--- config.mk ---
export PLATFORM = sky130hd
export DESIGN_NAME = a09_input_port
export DESIGN_NICKNAME = d
export VERILOG_FILES = /design/src/rtl/a09_input_port.sv
export SDC_FILE = /design/constraint.sdc
export NUM_CORES = 1
export LEC_CHECK = 0
export ABC_AREA = 1
export BUFFER_PORTS_ARGS = -buffer_cell sky130_fd_sc_hd__buf_4
export CAP_MARGIN = 20
export CORE_AREA = 2 2 66 68
export DETAILED_ROUTE_END_ITERATION = 8
export DIE_AREA = 0 0 68 70
export GPL_TIMING_DRIVEN = 0
export HOLD_SLACK_MARGIN = 0.03
export MAX_ROUTING_LAYER = met4
export PLACE_DENSITY = 0.84
export SYNTH_ARGS = -nofsm -noshare
export SYNTH_HDL_FRONTEND = slang
export SYNTH_SLANG_ARGS = --single-unit
--- constraint.sdc ---
create_clock -name Clk -period 2 [get_ports Clk]
set_input_delay 0.3 -clock Clk [delete_from_list [all_inputs] [get_ports Clk]]
set_output_delay 0.3 -clock Clk [all_outputs]
set_load 0.02 [all_outputs]
--- src/rtl/a09_input_port.sv ---
// -----------------------------------------------------------------------------
// a09_input_port
//
// Input-side counterpart of the A09 output register path. A bank of external
// switches is captured when a bouncy push button (Strobe) gives a debounced
// press. The captured value is held in InReg for the CPU until it is read.
//
// Parameters
//   DataWidth       width of InReg; pins are zero-extended into it
//   PinWidth        number of switch pins (PinWidth <= DataWidth)
//   DebounceCycles  consecutive stable samples needed on press and release (>= 2)
//   CntWidth        debounce counter width; must hold DebounceCycles-1
//
// Ports
//   Clk      in   system clock, rising edge
//   Reset    in   asynchronous, active-high; clears all state
//   Pins     in   raw switch inputs, asynchronous to Clk
//   Strobe   in   raw capture button, active-high, asynchronous, bouncy
//   In_Rd    in   one-cycle CPU read acknowledge
//   InReg    out  captured value {zeros, Pins}
//   Valid    out  InReg holds data the CPU has not read yet
//   Overrun  out  sticky: a capture happened while Valid was still set
//   Busy     out  debouncer is not idle
// -----------------------------------------------------------------------------
module a09_input_port #(
  parameter int DataWidth      = 16,
  parameter int PinWidth       = 8,
  parameter int DebounceCycles = 16,
  parameter int CntWidth       = 16
) (
  input  logic                 Clk,
  input  logic                 Reset,
  input  logic [PinWidth-1:0]  Pins,
  input  logic                 Strobe,
  input  logic                 In_Rd,
  output logic [DataWidth-1:0] InReg,
  output logic                 Valid,
  output logic                 Overrun,
  output logic                 Busy
);

  typedef enum logic [1:0] {
    IDLE,
    PRESS_WAIT,
    HELD,
    RELEASE_WAIT
  } state_e;

  localparam logic [CntWidth-1:0] CntLast = CntWidth'(DebounceCycles - 1);
  localparam logic [CntWidth-1:0] CntOne  = CntWidth'(1);

  // ---------------------------------------------------------------------------
  // Two-flop synchronisers. Pins travel through the same depth as Strobe so
  // the switch value captured lines up with the button sample that fired it.
  // ---------------------------------------------------------------------------
  logic [PinWidth-1:0] pins_meta_q, pins_sync_q;
  logic                strobe_meta_q, strobe_sync_q;

  // NOTE: every flop here resets asynchronously; Reset must clear outputs at
  // once, even mid-debounce, without waiting for a clock edge.
  always_ff @(posedge Clk or posedge Reset) begin
    if (Reset) begin
      pins_meta_q   <= '0;
      pins_sync_q   <= '0;
      strobe_meta_q <= 1'b0;
      strobe_sync_q <= 1'b0;
    end else begin
      // NOTE: non-blocking assignments so each flop samples the previous
      // stage's old value; blocking here would collapse the chain to one flop.
      pins_meta_q   <= Pins;
      pins_sync_q   <= pins_meta_q;
      strobe_meta_q <= Strobe;
      strobe_sync_q <= strobe_meta_q;
    end
  end

  // ---------------------------------------------------------------------------
  // Debounce FSM. The counter only runs in the two WAIT states and the state
  // is left on reaching CntLast, so it never wraps.
  // ---------------------------------------------------------------------------
  state_e              state_q;
  logic [CntWidth-1:0] cnt_q;
  logic                busy_q;
  logic                capture;

  // A press is accepted on the PRESS_WAIT -> HELD edge only; returning to
  // HELD from RELEASE_WAIT is a release bounce and never captures.
  assign capture = (state_q == PRESS_WAIT) && strobe_sync_q && (cnt_q == CntLast);

  always_ff @(posedge Clk or posedge Reset) begin
    if (Reset) begin
      state_q <= IDLE;
      cnt_q   <= '0;
      busy_q  <= 1'b0;
    end else begin
      case (state_q)
        IDLE: begin
          if (strobe_sync_q) begin
            state_q <= PRESS_WAIT;
            cnt_q   <= '0;
            busy_q  <= 1'b1;
          end
        end
        PRESS_WAIT: begin
          if (!strobe_sync_q) begin
            state_q <= IDLE;
            busy_q  <= 1'b0;
          end else if (cnt_q == CntLast) begin
            state_q <= HELD;
          end else begin
            cnt_q <= cnt_q + CntOne;
          end
        end
        HELD: begin
          if (!strobe_sync_q) begin
            state_q <= RELEASE_WAIT;
            cnt_q   <= '0;
          end
        end
        RELEASE_WAIT: begin
          if (strobe_sync_q) begin
            state_q <= HELD;
          end else if (cnt_q == CntLast) begin
            state_q <= IDLE;
            busy_q  <= 1'b0;
          end else begin
            cnt_q <= cnt_q + CntOne;
          end
        end
        default: begin
          state_q <= IDLE;
          cnt_q   <= '0;
          busy_q  <= 1'b0;
        end
      endcase
    end
  end

  // ---------------------------------------------------------------------------
  // Holding register and handshake flags.
  // ---------------------------------------------------------------------------
  logic [DataWidth-1:0] inreg_q, inreg_d;
  logic                 valid_q, valid_d;
  logic                 overrun_q, overrun_d;

  always_comb begin
    // NOTE: every output of this block is given its hold value first, so no
    // path through the branches below can leave one unassigned (no latches).
    inreg_d   = inreg_q;
    valid_d   = valid_q;
    overrun_d = overrun_q;
    if (capture) begin
      inreg_d = DataWidth'(pins_sync_q);
      valid_d = 1'b1;
      // Unread data being replaced flags an overrun, unless the CPU reads it
      // on this very edge, in which case the old value counts as consumed.
      if (valid_q) begin
        overrun_d = !In_Rd;
      end
    end else if (In_Rd && valid_q) begin
      // InReg is deliberately kept; only the handshake flags drop.
      valid_d   = 1'b0;
      overrun_d = 1'b0;
    end
  end

  always_ff @(posedge Clk or posedge Reset) begin
    if (Reset) begin
      inreg_q   <= '0;
      valid_q   <= 1'b0;
      overrun_q <= 1'b0;
    end else begin
      inreg_q   <= inreg_d;
      valid_q   <= valid_d;
      overrun_q <= overrun_d;
    end
  end

  assign InReg   = inreg_q;
  assign Valid   = valid_q;
  assign Overrun = overrun_q;
  assign Busy    = busy_q;

endmodule
==> summary.md, run 1 <==
| Metric | Value |
|---|---|
| Switching part of the total | 0.225 |
| Initial Utilization | 0.530 |
| Rel. slew slack | 0.652 |
| Number of global-route vias before repair | 1722 |
| Per-cell routed wire length | 13.3 um |
| Drt drc | 0 |
| YS warnings | 0 |
| Die area | 0.00476 mm^2 |
| Worst skew pair latency | 0.31 ns |
| Final hold viol count | 0 |
| Crit start category | flop |
| CTS tree | yes |
| RSZ-0062 raised after global routing | false |
| Cell Rows | 24 |
| CP Class | reg -> reg |
| Final Non-Filler Cells | 353 |
| Total gr overflow | 0 |
| Switch Pwr | 0.447 mW |
| Status | finished clean |
| Worst r2r src | cnt_q[1]$_DFFE_PP0P_ |
| Area growth syn-to-layout | 19.4% |
| Pint | 1.54 mW |
| Nets | 313 |
| Post-synthesis sequential area ratio | 0.535 |
| WL final | 4.70 mm |
| TNS Setup | 0 ns |
| Placed cell area | 0.00247 mm^2 |
| RD Place Congestion | 0.951 |
| Final period utilization | 0.908 |
| CP Max Fanout | 9 |
| Global Route Usage Sum | 0.234 |
| Worst Setup EP | InReg[4]$_DFFE_PP0P_ |
| Core area | 0.00414 mm^2 |
| Top-area cell type share of the netlist area | 0.535 |
| P per Cell Area | 756 mW/mm^2 |
| Yosys cell types | 27 |
| Register-to-register setup slack | 0.18 ns |
| P_leak | 1.30 nW |
| FF+latch count, synth | 47 |
| Worst vdd ir | 0.560 mV |
| Initial antenna violation count | 0 |
| I/O pin count | 31 |
| Comb power frac | 0.068 |
| Antenna-violating nets left | 0 |
| Clock power frac | 0.429 |
| Clk slew on worst S/H paths | 0.09 ns |
| Chip Height | 70 um |
| Worst EP required | 2.20 ns |
| Crit path from | cnt_q[1]$_DFFE_PP0P_ |
| Share of cells above drive strength 1 | 0.206 |
| H-tree depth | 2 |
| Placed insts | 344 |
| Max Cap Viol | 0 |
| First-pass GRT wire length | 8.14 mm |
| Iteration-0 DRC Markers | 103 |
| Dpl ws | 0.275 ns |
| R2r worst-path depth | 9 |
| Min-Delay Path Depth | 1 |
| Post-synthesis instance total | 262 |
| Largest net degree at the start of global routing | 32 |
| Post-cts repair resize count | 0 |
| Gr busiest metal | met2 |
| Commonest cells after routing, fill and taps aside | nand2_1 (82), dfrtp_1 (47), nor2_1 (34), buf_4 (32), nand3_1 (22) |
| Tmin final | 1.82 ns |
| Setup Skew | 0.00458 ns |
| DR vias/cell | 5.11 |
| Cell Area, Synth | 0.00220 mm^2 |
| Clock Path Buffers | 2 |
| Crit path arrival time | 2.01 ns |
| GR Layer Usage met3 | 0.0483 |
| Post-layout utilization of the core | 0.633 |
| Final Setup Violations | 0 |
| Register Area | 0.00118 mm^2 |
| Die W | 68 um |
| Final non-filler cell area | 0.00263 mm^2 |
| 1st-pass router iterations | 4 |
| Root buffer cell | clkbuf_8 |
| Final worst slack | 0.184 ns |
| Worst slew pin tran | 0.521 ns |
| Synth area leader | dfrtp_1 |
| Hold Path Class | in -> reg |
| Crit end category | flop |
| Grt met2 use | 0.357 |
| Reg-to-Reg End | InReg[4]$_DFFE_PP0P_ |
| Largest cells by area after synthesis | dfrtp_1 (54%), nand2_1 (14%), nor2_1 (5.8%) |
| Reg power frac | 0.503 |
| # diodes | 0 |
| Fmax | 551 MHz |
| CTS Buf Count | 5 |
| Via count | 1804 |
| PortBufs | 22 |
| Final slew viol count | 0 |
| Most common cell after layout, fill and taps aside | nand2_1 |
| Clock sinks | 47 |
| Post-DP HPWL | 3.26 mm |
| Met1 usage | 0.321 |
| Syn_area_per_cell | 8.39 um^2 |
| Filler Cells Inserted | 342 |
| Multi-input gate area | 883 um^2 |
-- cells by family (layout without fill, tap and decap cells) --
| logic type | Yosys count | after routing | synth area share |
|---|---|---|---|
| fa+ha+maj | 1 | 1 | 0.00569 |
| other cells | 1 | 8 | 0.00171 |
| simple gates | 160 | 160 | 0.319 |
| compound gates | 17 | 17 | 0.0438 |
| buf+inv | 31 | 63 | 0.0751 |
| flops | 47 | 47 | 0.535 |
| xor+xnor | 5 | 5 | 0.0199 |
-- timing repair --
action,CTS,global route
buffers inserted,0,0
endpoints found under the setup margin,0,0
hold buffers,1,0
endpoints found under the hold margin,16,0
-- synth_stat cells --
library cell / instances
nor2_1: 34
nor2_4: 1
nand2_1: 82
nand2_2: 2
o21ai_1: 12
ha_1: 1
conb_1: 1
inv_2: 3
o21ai_0: 1
inv_4: 2
dfrtp_1: 47
o211ai_1: 1
nand3_1: 22
xor2_1: 4
nor2_8: 1
inv_1: 10
buf_4: 10
or2_2: 3
nand4_1: 11
nor3_1: 1
o21bai_1: 2
buf_2: 5
nor2_2: 2
a21oi_2: 1
and3_1: 1
buf_1: 1
xnor2_1: 1
-- state kept, by name, summed over array words and instances (netlist names), named ones only --
name,flops
cnt_q,16
InReg,8
pins_meta_q,8
pins_sync_q,8
Busy,1
Overrun,1
Valid,1
state_q,1
strobe_meta_q,1
strobe_sync_q,1
-- worst max-delay path: stages (launching register included) --
cell and delay [ns]:
dfrtp_1 0.42, ha_1 0.31, nand2_2 0.13, nor2_4 0.18, and3_1 0.20, nand2_2 0.10, nor2_8 0.17, inv_4 0.08
nand2_1 0.07, nand2_1 0.06
-- power by group through the flow --
stage	clock network, mW	registers [mW]	logic, mW
2_1_floorplan	0	1.02	0.0832
3_3_place_gp	0	1.01	0.124
3_5_place_dp	0	1.02	0.133
4_1_cts	0.869	0.998	0.136
5_1_grt	0.893	1.00	0.152
6_report	0.853	0.998	0.134
-- how the worst min path moves through the flow --
stage / from / end / slack [ns]
floorplan: pins_meta_q[0]$_DFF_PP0_ / pins_sync_q[0]$_DFF_PP0_ / 0.33
CTS: Pins[0] / pins_meta_q[0]$_DFF_PP0_ / 0.09
finish: Pins[0] / pins_meta_q[0]$_DFF_PP0_ / 0.09
detailed placement: Reset / pins_meta_q[4]$_DFF_PP0_ / 0.30
global placement: pins_meta_q[0]$_DFF_PP0_ / pins_sync_q[0]$_DFF_PP0_ / 0.33
global route: Pins[3] / pins_meta_q[3]$_DFF_PP0_ / 0.08
-- metrics by stage --
stage / hold WS (ns) / power (mW)
4_1_cts: 0.0887 / 2.00
2_1_floorplan: 0.331 / 1.10
3_3_place_gp: 0.332 / 1.14
3_5_place_dp: 0.299 / 1.15
5_1_grt: 0.0780 / 2.05
6_report: 0.0931 / 1.99
-- metal layers --
layer  routed length [um]  part of all wire  up-vias
li1                     -                 -      895
met1                 2050              0.44      844
met2                 2340              0.50       53
met3                  220             0.047       12
met4                   81             0.017        0
met5                    0                 0        -
-- cell type report --
class                      count  area share
clock buffer                   5      0.0262
sequential                    47       0.448
clock inverter                 3      0.0272
timing repair buffer          24      0.0744
tap                           52      0.0248
multi-input combinational    191       0.337
inverter                      15      0.0234
buffer                        16      0.0396
Power figures use the tool's default switching activity.
==> inputs of run 2 (changes only) <==
- BUFFER_PORTS_ARGS: -buffer_cell sky130_fd_sc_hd__buf_4 -> -buffer_cell sky130_fd_sc_hd__buf_2
- clock period: 2 -> 1.9 ns (I/O delays scaled with it)
==> run 2 against run 1 <==
- maximum frequency up 3.9%
- critical path depth unchanged
- via count up 0.17%
- die area unchanged
- worst hold slack worse by 0.0099 ns
==> summary.md, run 2 (synthesis results as in run 1) <==
| Metric | Value |
|---|---|
| Initial antenna violation count | 0 (unchanged) |
| CTS tree | yes |
| Hold Path Class | in -> reg |
| Final hold viol count | 0 (unchanged) |
| Core area | 0.00414 mm^2 (unchanged) |
| Reg power frac | 0.553 (+0.050) |
| Setup Skew | 0.00481 ns (+0.000237 ns) |
| Comb power frac | 0.070 (+0.002) |
| Pint | 1.46 mW (-5.0%) |
| Beginning of the worst hold path | Strobe |
| Commonest cells after routing, fill and taps aside | nand2_1 (82), dfrtp_1 (47), nor2_1 (34), buf_2 (27), nand3_1 (22) |
| P per Cell Area | 748 mW/mm^2 (-1.1%) |
| Crit path arrival time | 1.94 ns (-0.07 ns) |
| WL final | 4.51 mm (-3.9%) |
| Final slew viol count | 0 (unchanged) |
| Chip Height | 70 um (unchanged) |
| Final Setup Violations | 0 (unchanged) |
| I/O pin count | 31 (unchanged) |
| Placed insts | 344 (unchanged) |
| Drt drc | 0 (unchanged) |
| Switch Pwr | 0.437 mW (-2.0%) |
| Die area | 0.00476 mm^2 (unchanged) |
| Clock power frac | 0.378 (-0.051) |
| # diodes | 0 (unchanged) |
| Total gr overflow | 0 (unchanged) |
| Share of cells above drive strength 1 | 0.207 (+0.000687) |
| Largest Register | cnt_q |
| DR vias/cell | 5.13 (+0.45%) |
| Worst skew pair latency | 0.30 ns (about the same) |
| Via count | 1807 (+0.17%) |
| First-pass GRT wire length | 7.67 mm (-5.9%) |
| Initial Utilization | 0.530 (unchanged) |
| Max reg flops | 16 (unchanged) |
| TNS Setup | 0 ns (unchanged) |
| Worst r2r src | cnt_q[0]$_DFFE_PP0P_ |
| Per-cell routed wire length | 12.8 um (-3.6%) |
| RSZ-0062 raised after global routing | false |
| 1st-pass router iterations | 4 (unchanged) |
| PortBufs | 22 (unchanged) |
| RD Place Congestion | 0.950 (about the same) |
| Crit path from | cnt_q[0]$_DFFE_PP0P_ |
| Worst EP required | 2.09 ns (-0.11 ns) |
| Fmax | 572 MHz (+3.9%) |
| Worst vdd ir | 0.653 mV (+17%) |
| CTS Buf Count | 5 (unchanged) |
| Clock Path Buffers | 2 (unchanged) |
| Root buffer cell | clkbuf_8 |
| Clk slew on worst S/H paths | 0.09 ns (about the same) |
| Die W | 68 um (unchanged) |
| H-tree depth | 2 (unchanged) |
| Antenna-violating nets left | 0 (unchanged) |
| Iteration-0 DRC Markers | 118 (+15%) |
| Clock sinks | 47 (unchanged) |
| P_leak | 1.27 nW (-2.4%) |
| Nets | 313 (unchanged) |
| Global Route Usage Sum | 0.218 (-0.0157) |
| Switching part of the total | 0.230 (+0.00534) |
| CP Class | reg -> reg |
| Most common cell after layout, fill and taps aside | nand2_1 |
| Max Cap Viol | 0 (unchanged) |
| Crit start category | flop |
| Area growth syn-to-layout | 15.5% |
| Tmin final | 1.75 ns (-0.0673 ns) |
| Final period utilization | 0.920 (+0.0124) |
| Post-DP HPWL | 3.38 mm (+3.7%) |
| CP Max Fanout | 9 (unchanged) |
| Cell Rows | 24 (unchanged) |
| Status | finished clean |
| Final Non-Filler Cells | 352 (-0.28%) |
| Number of global-route vias before repair | 1717 (-0.29%) |
| Crit end category | flop |
| Largest net degree at the start of global routing | 32 (unchanged) |
[run 2: changes by cell type in the layout (fill, tap and decap cells not counted), sizes merged]
cell,delta
bufinv,-1
clkinvlp,+1
inv,-1
[run 2: path summary, 6_finish.rpt]
kind,cells past startpoint,endpoint,slack (ns)
setup / recovery,9,InReg[1]$_DFFE_PP0P_,0.15
hold reg to reg,0,pins_sync_q[1]$_DFF_PP0_,0.36
min in group asynchronous,3,strobe_meta_q$_DFF_PP0_,0.51
setup reg to reg,9,InReg[1]$_DFFE_PP0P_,0.15
max in group asynchronous,4,pins_sync_q[7]$_DFF_PP0_,0.91
hold / removal,1,strobe_meta_q$_DFF_PP0_,0.08
[run 2: critical path: stages (launching register included)]
cell and delay [ns]:
dfrtp_1 0.41, ha_2 0.26, nand2_2 0.11, nor2_4 0.19, and3_1 0.20, nand2_2 0.09, nor2_8 0.17, inv_4 0.08
nand2_1 0.06, nand2_1 0.06
[run 2: area by class of cell]
class,count,area [um^2]
buffer,16,104
clock buffer,5,68.8
clock inverter,2,37.5
fill,355,1610
inverter,15,61.3
multi-input combinational,191,886
sequential,47,1180
tap,52,65.1
timing repair buffer,24,140
[run 2: power by group through the flow]
stage | Combinational, mW | Sequential [mW] | Clock (mW)
after floorplan | 0.0875 | 1.07 | 0
after global placement | 0.123 | 1.07 | 0
after detailed placement | 0.132 | 1.07 | 0
after CTS | 0.133 | 1.05 | 0.720
after global routing | 0.149 | 1.05 | 0.752
final | 0.132 | 1.05 | 0.718
[run 2: repair_timing]
action,4_1_cts,5_1_grt
endpoints found under the setup margin,0,2
gates resized for setup,0,1
setup buffers,0,0
hold buffers,1,0
hold endpoints to repair,16,0
[run 2: through the flow]
stage	util	instance area [um^2]	hold slack (ns)	power, mW	setup slack, ns
finish	0.613	2540	0.0832	1.90	0.152
global route	0.613	2540	0.0749	1.96	0.0373
CTS	0.612	2540	0.0825	1.90	0.148
detailed placement	0.584	2420	0.281	1.20	0.168
global placement	0.579	2400	0.332	1.19	-0.0177
floorplan	-	2220	0.316	1.16	0.427
[run 2: per-layer routing]
layer	part of all wire	routed length (um)	GRT usage	vias up
li1	-	-	-	890
met1	0.40	1810	0.284	837
met2	0.52	2330	0.347	73
met3	0.072	327	0.0467	7
met4	0.011	51	0.0556	0
met5	0	0	-	-
==> inputs of run 3 (changes only) <==
- CELL_PAD_IN_SITES_DETAIL_PLACEMENT: default -> 2
- CELL_PAD_IN_SITES_GLOBAL_PLACEMENT: default -> 2
- CORE_AREA: 2 2 66 68 -> 2 2 84 86
- DIE_AREA: 0 0 68 70 -> 0 0 86 88
- PLACE_DENSITY: 0.84 -> 0.85
==> run 3 against run 2 <==
- sequential power hardly changed
- setup slack worse by 0.022 ns
- design area rose by 2.7%
- non-clock buffer count grew 2
- wire length up 48%
- register-to-register slack lost 0.02 ns
- final cell count is 8.8% higher
- utilization is 22 points lower
- die area increased by 59%
- critical path type unchanged
==> summary.md, run 3 (synthesis results as in run 1) <==
| Metric | Value |
|---|---|
| Worst slew pin tran | 0.515 ns |
| RSZ-0062 raised after global routing | false |
| 1st-pass router iterations | 4 (unchanged) |
| Max Cap Viol | 0 (unchanged) |
| Worst path cell trace | ha_2 -> nand2_2 -> nor2_4 -> and3_1 -> nand2_2 -> nor2_8 -> inv_4 -> nand2_1 -> nand2_1 |
| First-pass GRT wire length | 10.9 mm (+42%) |
| Crit start category | flop |
| Final period utilization | 0.932 (+0.0118) |
| PortBufs | 22 (unchanged) |
| CTS Buf Count | 5 (unchanged) |
| Area growth syn-to-layout | 18.6% |
| CP Max Fanout | 9 (unchanged) |
| Drt drc | 0 (unchanged) |
| Clock sinks | 47 (unchanged) |
| Total gr overflow | 0 (unchanged) |
| Crit path arrival time | 1.98 ns (+0.04 ns) |
| Initial Utilization | 0.331 (-0.200) |
| Final Setup Violations | 0 (unchanged) |
| DR vias/cell | 5.04 (-1.9%) |
| Max reg flops | 16 (unchanged) |
| Iteration-0 DRC Markers | 57 (-52%) |
| Dpl ws | 0.0316 ns (-0.136 ns) |
| Largest stage delay on the critical path | 0.41 ns (about the same) |
| Post-DP HPWL | 4.60 mm (+36%) |
| Die area | 0.00757 mm^2 (+59%) |
| Worst EP required | 2.11 ns (+0.02 ns) |
| P_leak | 1.29 nW (+1.6%) |
| Nets | 315 (+0.64%) |
| Buf/Inv on CP | 1 (unchanged) |
| Via count | 1929 (+6.8%) |
| CTS tree | yes |
| Final Non-Filler Cells | 383 (+8.8%) |
| Largest net degree at the start of global routing | 35 (+9.4%) |
| Status | finished clean |
| Antenna-violating nets left | 0 (unchanged) |
| Share of cells above drive strength 1 | 0.215 (+0.00785) |
| I/O pin count | 31 (unchanged) |
| Final slew viol count | 0 (unchanged) |
| Delay-heaviest family, CP | simple AND/OR/NAND/NOR gates |
| Rel. slew slack | 0.657 |
| Worst vdd ir | 0.369 mV (-43%) |
| Fmax | 565 MHz (-1.3%) |
| Setup Skew | 0.00917 ns (+0.00436 ns) |
| Global Route Usage Sum | 0.198 (-0.0207) |
| Most common cell after layout, fill and taps aside | nand2_1 |
| RD Place Congestion | 0.855 (-10%) |
| Cell Rows | 30 (+25%) |
| Largest Register | cnt_q |
| P per Cell Area | 757 mW/mm^2 (+1.1%) |
| Tmin final | 1.77 ns (+0.0224 ns) |
| Die W | 86 um (+26%) |
| CP Class | reg -> reg |
| Hold Path Class | in -> reg |
| Chip Height | 88 um (+26%) |
| Root buffer cell | clkbuf_8 |
| Crit end category | flop |
| Per-cell routed wire length | 17.4 um (+36%) |
| Slowest library cell on the worst path | dfrtp_1 |
| Final worst slack | 0.129 ns (-0.0224 ns) |
| Placed insts | 372 (+8.1%) |
| Clk slew on worst S/H paths | 0.10 ns (about the same) |
| Worst skew pair latency | 0.31 ns (about the same) |
| Core area | 0.00664 mm^2 (+60%) |
| # diodes | 0 (unchanged) |
| Final hold viol count | 0 (unchanged) |
| Commonest cells after routing, fill and taps aside | nand2_1 (82), dfrtp_1 (47), nor2_1 (34), buf_2 (27), nand3_1 (22) |
| Initial antenna violation count | 0 (unchanged) |
| WL final | 6.68 mm (+48%) |
| Number of global-route vias before repair | 2145 (+25%) |
| Clock Path Buffers | 2 (unchanged) |
| H-tree depth | 2 (unchanged) |
[run 3: cell types whose count changed in the layout (fill, tap and decap cells not counted), sizes merged]
cell and delta:
inv +1, buf +2, clkinv +1, clkinvlp -1
[run 3: where the power goes]
group	internal, mW	switching (mW)	leakage (nW)
registers	1.03	0.0199	0.608
logic	0.0481	0.0921	0.621
clock network	0.400	0.382	0.0587
[run 3: metal layers]
metal	share of wire	global-route usage	wire length (um)
met3	0.024	0.0330	161
met2	0.55	0.357	3680
met1	0.41	0.224	2740
met5	0	-	0
met4	0.015	0.0592	97
[run 3: worst reg2reg max path: cells and delay by family, from the launching register on]
family | cells | cell delay (ns)
and+or+nand+nor | 7 | 0.91
DFF | 1 | 0.41
buffers and inverters | 1 | 0.08
adders and majority gates | 1 | 0.28
[run 3: cell type report]
class	instances	area [um^2]
well taps	80	100
clock buffers	5	68.8
plain buffers	16	104
multi-input cells	191	893
repair buffers	26	155
flip-flops and latches	47	1180
clock inverters	3	47.5
inverters	15	61.3
fillers	754	4040
[run 3: repair_timing]
| action | in CTS | in global routing |
|---|---|---|
| resized for setup | 1 | 1 |
| setup buffers | 0 | 2 |
| hold buffers | 1 | 0 |
| endpoints found under the setup margin | 6 | 11 |
| pin swaps | 0 | 1 |
| endpoints found under the hold margin | 13 | 0 |
[run 3: metrics by stage]
step            util  cell area [um^2]  hold slack, ns  setup TNS (ns)  power [mW]
6_report       0.392              2610          0.0766               0        1.97
5_1_grt        0.392              2610          0.0600               0        2.05
4_1_cts        0.389              2580          0.0660               0        2.00
3_5_place_dp   0.369              2450           0.284               0        1.21
3_3_place_gp   0.366              2430           0.333           -6.92        1.20
2_1_floorplan      -              2220           0.316               0        1.16
[run 3: final timing paths]
kind                                           from                  endpoint  slack (ns)  cells past startpoint
max                            cnt_q[1]$_DFFE_PP0P_      InReg[5]$_DFFE_PP0P_        0.13                      9
min                                         Pins[7]  pins_meta_q[7]$_DFF_PP0_        0.08                      1
max reg2reg                    cnt_q[1]$_DFFE_PP0P_      InReg[5]$_DFFE_PP0P_        0.13                      9
min reg2reg                pins_meta_q[6]$_DFF_PP0_  pins_sync_q[6]$_DFF_PP0_        0.36                      0
min in group asynchronous                     Reset     cnt_q[15]$_DFFE_PP0P_        0.48                      3
max in group asynchronous                     Reset      cnt_q[7]$_DFFE_PP0P_        0.92                      4
